`config.mk`:
```
export PLATFORM = sky130hd
export DESIGN_NAME = ex_unit
export DESIGN_NICKNAME = d
export VERILOG_FILES = /design/src/rtl/ex_unit.sv
export SDC_FILE = /design/constraint.sdc
export NUM_CORES = 1
export LEC_CHECK = 0
export CORE_MARGIN = 3
export CORE_UTILIZATION = 60
export DETAILED_ROUTE_END_ITERATION = 10
export PLACE_DENSITY = 0.82
export SETUP_SLACK_MARGIN = 0.02
export SLEW_MARGIN = 5
export SYNTH_ARGS = -nofsm -noshare
export SYNTH_HDL_FRONTEND = slang
export SYNTH_SLANG_ARGS = --single-unit
```
`constraint.sdc`:
```
create_clock -name clk -period 3.6 [get_ports clk]
set_input_delay 0.54 -clock clk [delete_from_list [all_inputs] [get_ports clk]]
set_output_delay 0.54 -clock clk [all_outputs]
set_load 0.02 [all_outputs]
```
`src/rtl/ex_unit.sv`:
```
// ex_unit: execute stage with single-cycle logic/shift ops and a 32-step shift-add multiplier
module ex_unit (
  input  logic        clk,
  input  logic        rst,
  input  logic [7:0]  aluop_i,
  input  logic [2:0]  alusel_i,
  input  logic [31:0] reg1_i,
  input  logic [31:0] reg2_i,
  input  logic [4:0]  wd_i,
  input  logic        wreg_i,
  input  logic        flush_i,
  output logic        stallreq_o,
  output logic [4:0]  wd_o,
  output logic        wreg_o,
  output logic [31:0] wdata_o
);
  localparam logic [0:0] IDLE = 1'b0;
  localparam logic [0:0] BUSY = 1'b1;
  logic [0:0]  state_q, state_d;
  logic [4:0]  cnt_q, cnt_d;
  logic [63:0] acc_q, acc_d, mcand_q, mcand_d, acc_nx;
  logic [31:0] mplr_q, mplr_d;
  logic [4:0]  mwd_q, mwd_d, wd_d;
  logic        mwreg_q, mwreg_d, wreg_d;
  logic [31:0] wdata_d, logic_res, shift_res, op_res;
  logic        is_mul;
  // single-cycle result decode and one shift-add step of the multiplier
  always_comb begin
    logic_res = aluop_i == 8'h25 ? reg1_i | reg2_i :
                aluop_i == 8'h24 ? reg1_i & reg2_i :
                aluop_i == 8'h26 ? reg1_i ^ reg2_i :
                aluop_i == 8'h27 ? ~(reg1_i | reg2_i) : 32'h0;
    shift_res = aluop_i == 8'h7C ? reg2_i << reg1_i[4:0] :
                aluop_i == 8'h02 ? reg2_i >> reg1_i[4:0] :
                aluop_i == 8'h03 ? $unsigned($signed(reg2_i) >>> reg1_i[4:0]) : 32'h0;
    op_res    = alusel_i == 3'b001 ? logic_res : alusel_i == 3'b010 ? shift_res : 32'h0;
    is_mul    = alusel_i == 3'b011 && aluop_i == 8'h18;
    acc_nx    = acc_q + (mplr_q[0] ? mcand_q : 64'h0);
    stallreq_o = state_q == BUSY;
  end
  // next state: flush wins, IDLE accepts an instruction, BUSY steps the multiplier
  always_comb begin
    state_d = state_q;
    cnt_d   = cnt_q;
    acc_d   = acc_q;
    mcand_d = mcand_q;
    mplr_d  = mplr_q;
    mwd_d   = mwd_q;
    mwreg_d = mwreg_q;
    wd_d    = wd_o;
    wreg_d  = wreg_o;
    wdata_d = wdata_o;
    if (flush_i) begin
      state_d = IDLE;
      cnt_d   = 5'd0;
      acc_d   = 64'h0;
      wd_d    = 5'd0;
      wreg_d  = 1'b0;
      wdata_d = 32'h0;
    end else if (state_q == IDLE) begin
      wd_d = wd_i;
      if (is_mul) begin
        state_d = BUSY;
        cnt_d   = 5'd0;
        acc_d   = 64'h0;
        mcand_d = {32'h0, reg1_i};
        mplr_d  = reg2_i;
        mwd_d   = wd_i;
        mwreg_d = wreg_i;
        wreg_d  = 1'b0;
        wdata_d = 32'h0;
      end else begin
        wreg_d  = wreg_i;
        wdata_d = op_res;
      end
    end else begin
      acc_d   = acc_nx;
      mcand_d = mcand_q << 1;
      mplr_d  = mplr_q >> 1;
      cnt_d   = cnt_q + 5'd1;
      wreg_d  = 1'b0;
      if (cnt_q == 5'd31) begin
        state_d = IDLE;
        wdata_d = acc_nx[31:0];
        wd_d    = mwd_q;
        wreg_d  = mwreg_q;
      end
    end
  end
  // state and output registers, cleared asynchronously while rst is low
  always_ff @(posedge clk or negedge rst) begin
    if (!rst) begin
      state_q <= IDLE;
      cnt_q   <= 5'd0;
      acc_q   <= 64'h0;
      mcand_q <= 64'h0;
      mplr_q  <= 32'h0;
      mwd_q   <= 5'd0;
      mwreg_q <= 1'b0;
      wd_o    <= 5'd0;
      wreg_o  <= 1'b0;
      wdata_o <= 32'h0;
    end else begin
      state_q <= state_d;
      cnt_q   <= cnt_d;
      acc_q   <= acc_d;
      mcand_q <= mcand_d;
      mplr_q  <= mplr_d;
      mwd_q   <= mwd_d;
      mwreg_q <= mwreg_d;
      wd_o    <= wd_d;
      wreg_o  <= wreg_d;
      wdata_o <= wdata_d;
    end
  end
endmodule
```
== Word level (Yosys, flattened, before mapping) ==
Index checks and enable logic that the tools add are counted.
Widths: inputs -> output; s select.
Operators by class
  add/subtract/negate cells: 2
  eq/ne operators: 13
  shift-type cells: 3
  multiplexer cells: 35
  bitwise operators: 6
  reductions and logical operators: 5
Operators by type and width (count)
  $mux 32: 15
  $mux 64: 6
  $add 64x64->64: 1
  $and 32x32->32: 1
  $eq 8x6->1 const B: 4
  $not 32->32: 1
  $or 32x32->32: 1
  $shl 32x5->32: 1
  $shr 32x5->32: 1
  $sshr 32x5->32: 1
  $xor 32x32->32: 1
  $mux 5: 6
  $eq 8x2->1 const B: 2
  $eq 8x5->1 const B: 1
  $eq 8x7->1 const B: 1
  $mux 1: 8
  $eq 3x2->1 const B: 2
  $add 5x1->5 const B: 1
  $eq 5x5->1 const B: 1
  $eq 3x1->1 const B: 1
  $ne 3x2->1 const B: 1
  $reduce_and 3->1: 1
  $reduce_bool 3->1: 1
  $not 1->1: 2
  3 further kinds: 3
Word-level totals
  bits in registers: 210
  bits of input ports: 84
  output and inout port bits: 39
  logic and storage cells: 74

== Depth between registers and ports, before layout ==
Gate-level depths: netlist (run 1).
  word-level depth: 10
  mapped depth: 13
  depth with buffers taken out: 12

== Worst setup path after synthesis (run 1) ==
No wires, ideal clock.
  path kind: reg2reg
  from: reg mplr_q[0]
  to: reg wdata_o[30]
  library setup time: 147 ps
  data arrival time: 2781 ps
  required time: 3453 ps
  path slack: 672 ps
  cell stages (with the launch flop): 12
  path buffers: 1
  period minus slack after synthesis: 2928 ps
  cells stage by stage: dfrtp_1 -> clkbuf_1 -> and2_1 -> ha_1 -> a21oi_1 -> nand2_1 -> or4_1 -> nor3_2 -> o311ai_0 -> o31ai_1 -> xor2_1 -> a31oi_1
Between the ends
  cells in the longest elaborated chain, start to end: 5
RTL lines
  from (decl): RTL line 22  | logic [31:0] mplr_q, mplr_d;
  from (signal assigned): RTL line 108  | mplr_q <= mplr_d;
  $mux 64: RTL line 38  | acc_nx = acc_q + (mplr_q[0] ? mcand_q : 64'h0);
  $add 64x64->64: RTL line 38
  $mux 32: RTL line 82  | if (cnt_q == 5'd31) begin
  $mux 32: RTL line 60  | end else if (state_q == IDLE) begin
  $mux 32: RTL line 53  | if (flush_i) begin
  to (signal assigned): RTL line 113  | wdata_o <= wdata_d;
  to (decl): RTL line 15  | output logic [31:0] wdata_o
Every way passes these cells. The select of a mux whose other input is x is not followed.
A chain may end at the register's enable or synchronous reset.

== Worst setup path in the final report (run 1) ==
  from: reg mplr_q[0]
  to: reg acc_q[31]
Between the ends
  cells in the longest elaborated chain, start to end: 4
RTL lines
  $mux 64: RTL line 38
  $add 64x64->64: RTL line 38
  $mux 64: RTL line 60
  $mux 64: RTL line 53
  to (signal assigned): RTL line 95  | acc_q <= 64'h0;
  to (signal assigned): RTL line 106  | acc_q <= acc_d;
  to (decl): RTL line 21  | logic [63:0] acc_q, acc_d, mcand_q, mcand_d, acc_nx;
Every way passes these cells.

==> summary.txt, run 1 <==
initial antenna violation count -> 0
final core utilization -> 72.6%
Syn Nets -> 1914
Setup Viol. Count Final -> 0
critical path class -> reg -> reg
Core Region -> 23100 um^2
Post-Syn Area -> 14300 um^2
Critical Path AT -> 3720 ps
Period Utilization, post-route -> 94.8%
DP HPWL -> 43000 um
flip-flop and latch area -> 3660 um^2
area occupied by multi-input gates -> 9740 um^2
sequential share of power -> 36.4%
post-route ant nets -> 0
kind of end point of the critical path -> flop
Int Pwr -> 0.00309 W
Sw Pwr -> 0.00163 W
first-pass GRT wire length -> 85500 um
hold-fix buffer count after cts -> 0
die width -> 160 um
Peak supply drop -> 0.000314 V
Final WS setup -> 188 ps
chip height -> 160 um
# nets final -> 2018
Net Sw Frac -> 34.5%
DRT Wirelength -> 56900 um
ys flop type -> dfrtp_1
hold crit path type -> in -> async
CP peak stage delay -> 560 ps
Via density -> 7.03
design area -> 16700 um^2
Syn Inst Count -> 1731
io pins -> 123
CTS tree -> yes
Required @ worst endpoint -> 3910 ps
All-Layer GR Usage -> 43.2%
CP Cell Sequence -> buf_4 -> and2_1 -> ha_1 -> nand3_1 -> o211ai_1 -> a22oi_1 -> nand4_1 -> nand2_1 -> o311ai_0 -> mux2i_1 -> o21ai_0
Clock Power Share -> 38.3%
drt first pass iters -> 7
fmax -> 293 MHz
synthesized flop and latch total -> 146
CTS sink cnt -> 146
worst r2r src -> mplr_q[0]
layout cells sized above 1 -> 12.8%
dpl ws -> 113 ps
Final Skew -> 12.4 ps
cts bufs inserted -> 17
worst skew pair latency -> 440 ps
ys async rst share -> 100%
max cap viols -> 0
Post-synth EDFFs -> 0
Leak -> 7.41 nW
largest net degree at the start of global routing -> 83
final hold violations -> 0
area post-placement -> 16200 um^2
R2R cell count -> 11
post_cts resized -> 0
syn avg cell area -> 8.27 um^2
Filler Cells Inserted -> 1723
die area -> 25700 um^2
Clock transition at path regs -> 70 ps
Final Max Tran Viols -> 0
via count -> 15.2k
root buf cell -> clkbuf_16
1st-iter DRT viols -> 2502
Final min period -> 3410 ps
status -> finished clean
RSZ-0062 raised after global routing -> false
Initial Util -> 62.1%
Tightest Pin Transition -> 922 ps
Logic pwr share -> 25.3%
GRT overflow -> 0
Setup TNS Final -> 0 ps
Critical Path Fanout Max -> 22
Yosys Warn Count -> 0
Clock Path Buffers -> 2
drt drc -> 0
post-CTS setup buffers -> 0
wire per inst -> 26.3 um
H-Tree Level Count -> 4
startpoint types -> flop
Rows -> 55
max_slew headroom -> 38.3%
library cells used by synthesis -> 77
Seq/Total Area, Yosys -> 25.5%
global placer's final weighted congestion -> 1.07
Port Buffers -> 122
area delta synth->final -> 16.9%
pwr dens -> 282 nW/um^2
worst reg-to-reg setup slack -> 190 ps
number of global-route vias before repair -> 13.9k
Crit-path slowest cell -> o311ai_0
RR Endpoint -> acc_q[31]
==> logic make-up after synthesis <==
logic type      synth area share, %
flops                          25.5
fa+ha+maj                      8.71
buf+inv                        6.50
compound gates                 22.9
mux                            19.2
xor+xnor                       1.53
simple gates                   15.7
==> critical path: cells and delay by family (launching register included) <==
kind            cells  cell delay, ps
compound gates      4            1290
flops               1             540
simple gates        4             540
fa+ha+maj           1             380
mux                 1             340
buf+inv             1             200
==> final cells by class <==
class                   instances  area share [%]
repair buffers                220            12.0
multi-input cells            1356            58.2
flip-flops and latches        146            21.9
clock inverters                14           0.807
clock buffers                  18            2.62
inverters                      94            2.11
well taps                     313            2.34
diodes                          1          0.0150
==> cell usage after synthesis (all sizes together), types with 5 or more instances <==
library cell | count | area share [%]
a211oi | 40 | 2.1
a21o | 11 | 0.58
a21oi | 95 | 3.3
a221oi | 11 | 0.67
a22o | 22 | 1.3
a22oi | 5 | 0.26
a311oi | 6 | 0.37
a31oi | 15 | 0.66
a32oi | 5 | 0.31
a41oi | 7 | 0.43
and2 | 38 | 1.7
and3 | 9 | 0.39
and4 | 5 | 0.31
buf | 39 | 1.5
clkbuf | 96 | 2.5
dfrtp | 146 | 26
ha | 98 | 8.6
inv | 90 | 2.4
mux2 | 29 | 2.3
mux2i | 120 | 8.4
mux4 | 54 | 8.5
nand2 | 221 | 5.8
nand2b | 9 | 0.39
nand3 | 21 | 0.73
nand4 | 7 | 0.31
nor2 | 151 | 4.0
nor2b | 6 | 0.26
nor3 | 22 | 0.80
o2111ai | 7 | 0.43
o211ai | 12 | 0.63
o21a | 10 | 0.52
o21ai | 201 | 7.1
o21bai | 5 | 0.26
o22ai | 16 | 0.70
o31ai | 9 | 0.47
o32ai | 5 | 0.31
or3 | 5 | 0.22
xnor2 | 15 | 0.92
xor2 | 10 | 0.61
==> worst max-delay path by stage <==
stage,from,endpoint,slack (ps),cells past startpoint
final,mplr_q[0],acc_q[31],190,11
after global routing,mplr_q[0],wdata_o[24],40,12
after CTS,mplr_q[0],acc_q[30],140,12
after detailed placement,aluop_i[4],wdata_o[15],110,9
after global placement,aluop_i[4],wdata_o[15],170,9
after floorplan,mplr_q[0],wdata_o[30],670,11
==> flip-flops by register name, summed over array words and instances, names as in the netlist, 5 cells and up <==
name,count
acc_q,32
wdata_o,32
mplr_q,32
wd_o,5
mcand_q,32
mwd_q,5
cnt_q,5
==> cell usage in the layout (no fill, tap or decap), drive strengths merged, types with 29 or more instances in the layout <==
cell / count
o21ai: 201
buf: 106
a211oi: 40
mux2i: 120
clkdlybuf4s50: 114
a21oi: 95
nor2: 151
nand2: 221
mux2: 29
dfrtp: 146
inv: 99
ha: 98
mux4: 54
and2: 38
==> routing by layer <==
| layer | track usage (%) | up-vias | routed length [um] |
|---|---|---|---|
| li1 | - | 6530 | - |
| met1 | 60.1 | 7147 | 21700 |
| met2 | 63.0 | 1313 | 23700 |
| met3 | 11.4 | 215 | 8220 |
| met4 | 19.8 | 0 | 3230 |
| met5 | 0 | - | 0 |
==> per-stage QoR <==
step	power (W)	std cells	hold slack, ps
CTS	0.00466	2161	196
finish	0.00472	2162	161
global route	0.00485	2161	219
global placement	0.00285	2129	462
floorplan	0.00239	1731	244
detailed placement	0.00288	2129	476
==> power by group through the flow <==
stage,clock (W),sequential (W),combinational [W]
floorplan,0,0.00173,0.000658
global placement,0,0.00174,0.00111
detailed placement,0,0.00175,0.00113
CTS,0.00180,0.00171,0.00115
global route,0.00187,0.00172,0.00126
finish,0.00181,0.00172,0.00119
No activity file was read; power rests on OpenSTA's default activity.
==> inputs of run 2 (changes only) <==
Settings changed: CELL_PAD_IN_SITES_DETAIL_PLACEMENT from default to 1, CELL_PAD_IN_SITES_GLOBAL_PLACEMENT from default to 2, CORE_UTILIZATION 60 to 36, PLACE_DENSITY 0.82 to default, PLACE_DENSITY_LB_ADDON from default to 0.1.
==> run 2 against run 1 <==
Effect of this change:
- critical endpoint is now wdata_o[30]
- sequential power about the same
- hold slack got worse by 60 ps
- clock skew increased by 3.1 ps
- non-clock buffer count increased by 66
- clock power increased by 8%
- sequential share of layout area decreased by 1.1 points
- largest power group unchanged
- largest cell class unchanged
- register-to-register slack improved by 30 ps
- routed wire length increased by 18%
==> summary.txt, run 2 (synthesis results as in run 1) <==
status -> finished clean
kind of end point of the critical path -> flop
largest net degree at the start of global routing -> 127
Crit-path slowest cell -> or4_4
Final WS setup -> 223 ps
Final Power -> 0.00494 W
Clock transition at path regs -> 70 ps
crit path capture -> wdata_o[30]
worst r2r src -> mplr_q[0]
Filler Cells Inserted -> 4679
worst reg-to-reg setup slack -> 220 ps
drt drc -> 0
Clock Path Buffers -> 2
Final Skew -> 15.4 ps
worst skew pair latency -> 470 ps
Finished Layout Cells -> 2432
Via density -> 6.02
placed insts -> 2398
DRT Wirelength -> 67200 um
Peak supply drop -> 0.000321 V
Setup TNS Final -> 0 ps
Net Sw Frac -> 34.4%
Logic pwr share -> 25.6%
CTS tree -> yes
die area -> 42200 um^2
area delta synth->final -> 22.9%
most frequent cells in the layout -> nand2_1 (219), o21ai_0 (195), buf_4 (155)
Critical Path AT -> 3700 ps
wire per inst -> 27.6 um
area post-placement -> 16900 um^2
Final min period -> 3380 ps
# nets final -> 2084
CTS sink cnt -> 146
Leak -> 7.77 nW
kind of cell adding the most delay to the critical path -> simple AND/OR/NAND/NOR gates
GRT overflow -> 0
drt first pass iters -> 5
first-pass GRT wire length -> 98300 um
Critical Path Fanout Max -> 21
Int Pwr -> 0.00324 W
Sw Pwr -> 0.00170 W
root buf cell -> clkbuf_16
CP Cell Sequence -> buf_12 -> and2_1 -> ha_1 -> a21oi_1 -> nand2_2 -> or4_4 -> nor3_4 -> o311ai_0 -> buf_4 -> o31ai_2 -> xor2_1 -> a31oi_1
Initial Util -> 36.8%
Period Utilization, post-route -> 93.8%
pwr dens -> 281 nW/um^2
Clock Power Share -> 39.7%
H-Tree Level Count -> 4
n_diodes -> 0
Rows -> 72
R2R cell count -> 12
Tightest Pin Transition -> 929 ps
CP peak stage delay -> 540 ps
fmax -> 296 MHz
hold crit path type -> in -> async
RR Endpoint -> wdata_o[30]
most common cell after layout, fill and taps aside -> nand2_1
sequential share of power -> 34.8%
Required @ worst endpoint -> 3920 ps
hold-fix buffer count after cts -> 0
All-Layer GR Usage -> 31.8%
global placer's final weighted congestion -> 0.941
max cap viols -> 0
design area -> 17600 um^2
Port Buffers -> 122
chip height -> 205 um
layout cells sized above 1 -> 16.0%
initial antenna violation count -> 0
Final Max Tran Viols -> 0
Worst path depth -> 12
number of global-route vias before repair -> 14.7k
startpoint types -> flop
final hold violations -> 0
Setup Viol. Count Final -> 0
dpl ws -> -117 ps
Core Region -> 38900 um^2
critical path class -> reg -> reg
RSZ-0062 raised after global routing -> false
1st-iter DRT viols -> 1182
via count -> 14.6k
cts bufs inserted -> 17
post-route ant nets -> 0
io pins -> 123
CP startpoint -> mplr_q[0]
DP HPWL -> 51700 um
die width -> 205 um
max_slew headroom -> 36.4%
critical path buffer and inverter count -> 2
run 2: metrics by stage:
step / hold WS [ps] / utilization (%)
detailed placement: 470 / 43.5
finish: 101 / 45.2
global route: 150 / 45.2
global placement: 461 / 43.5
CTS: 125 / 45.1
floorplan: 244 / -
run 2: power groups by stage:
stage	combinational, W	sequential, W	clock, W
after floorplan	0.000658	0.00173	0
after global placement	0.00122	0.00175	0
after detailed placement	0.00124	0.00175	0
after CTS	0.00125	0.00172	0.00200
after global routing	0.00136	0.00172	0.00207
final	0.00126	0.00172	0.00196
run 2: area by class of cell:
cell class / count / area [um^2] / share of cell area [%]
Timing Repair Buffer: 286 / 2550 / 14.5
Inverter: 94 / 353 / 2.01
Multi-Input combinational cell: 1356 / 9780 / 55.6
Tap cell: 518 / 648 / 3.68
Clock buffer: 17 / 425 / 2.42
Clock inverter: 15 / 186 / 1.06
Sequential cell: 146 / 3660 / 20.8
run 2: worst min-delay path by stage:
stage	startpoint	to	slack, ps	cells after the start
3_5_place_dp	mplr_q[9]	mplr_q[9]	470	2
4_1_cts	rst	mcand_q[30]	120	1
2_1_floorplan	rst	acc_q[0]	240	0
6_report	rst	acc_q[18]	100	1
5_1_grt	rst	acc_q[18]	150	1
3_3_place_gp	mplr_q[25]	mplr_q[25]	460	2
run 2: metal layers:
layer | track usage [%] | vias up | share of wire [%]
met1 | 43.2 | 7338 | 44
met2 | 51.2 | 554 | 46
met5 | 0 | - | 0
met4 | 11.9 | 0 | 3.9
li1 | - | 6638 | -
met3 | 4.98 | 106 | 6.0
run 2: worst reg2reg max path, stage by stage (launching register included):
cell and delay, ps:
dfrtp_2 470, buf_12 180, and2_1 150, ha_1 290, a21oi_1 230, nand2_2 120, or4_4 540, nor3_4 270
o311ai_0 180, buf_4 170, o31ai_2 200, xor2_1 310, a31oi_1 130
run 2: repair_timing:
action | in CTS | in global routing
setup buffers | 0 | 2
gates resized for setup | 1 | 8
endpoints found under the setup margin | 2 | 6
pin swaps | 0 | 2
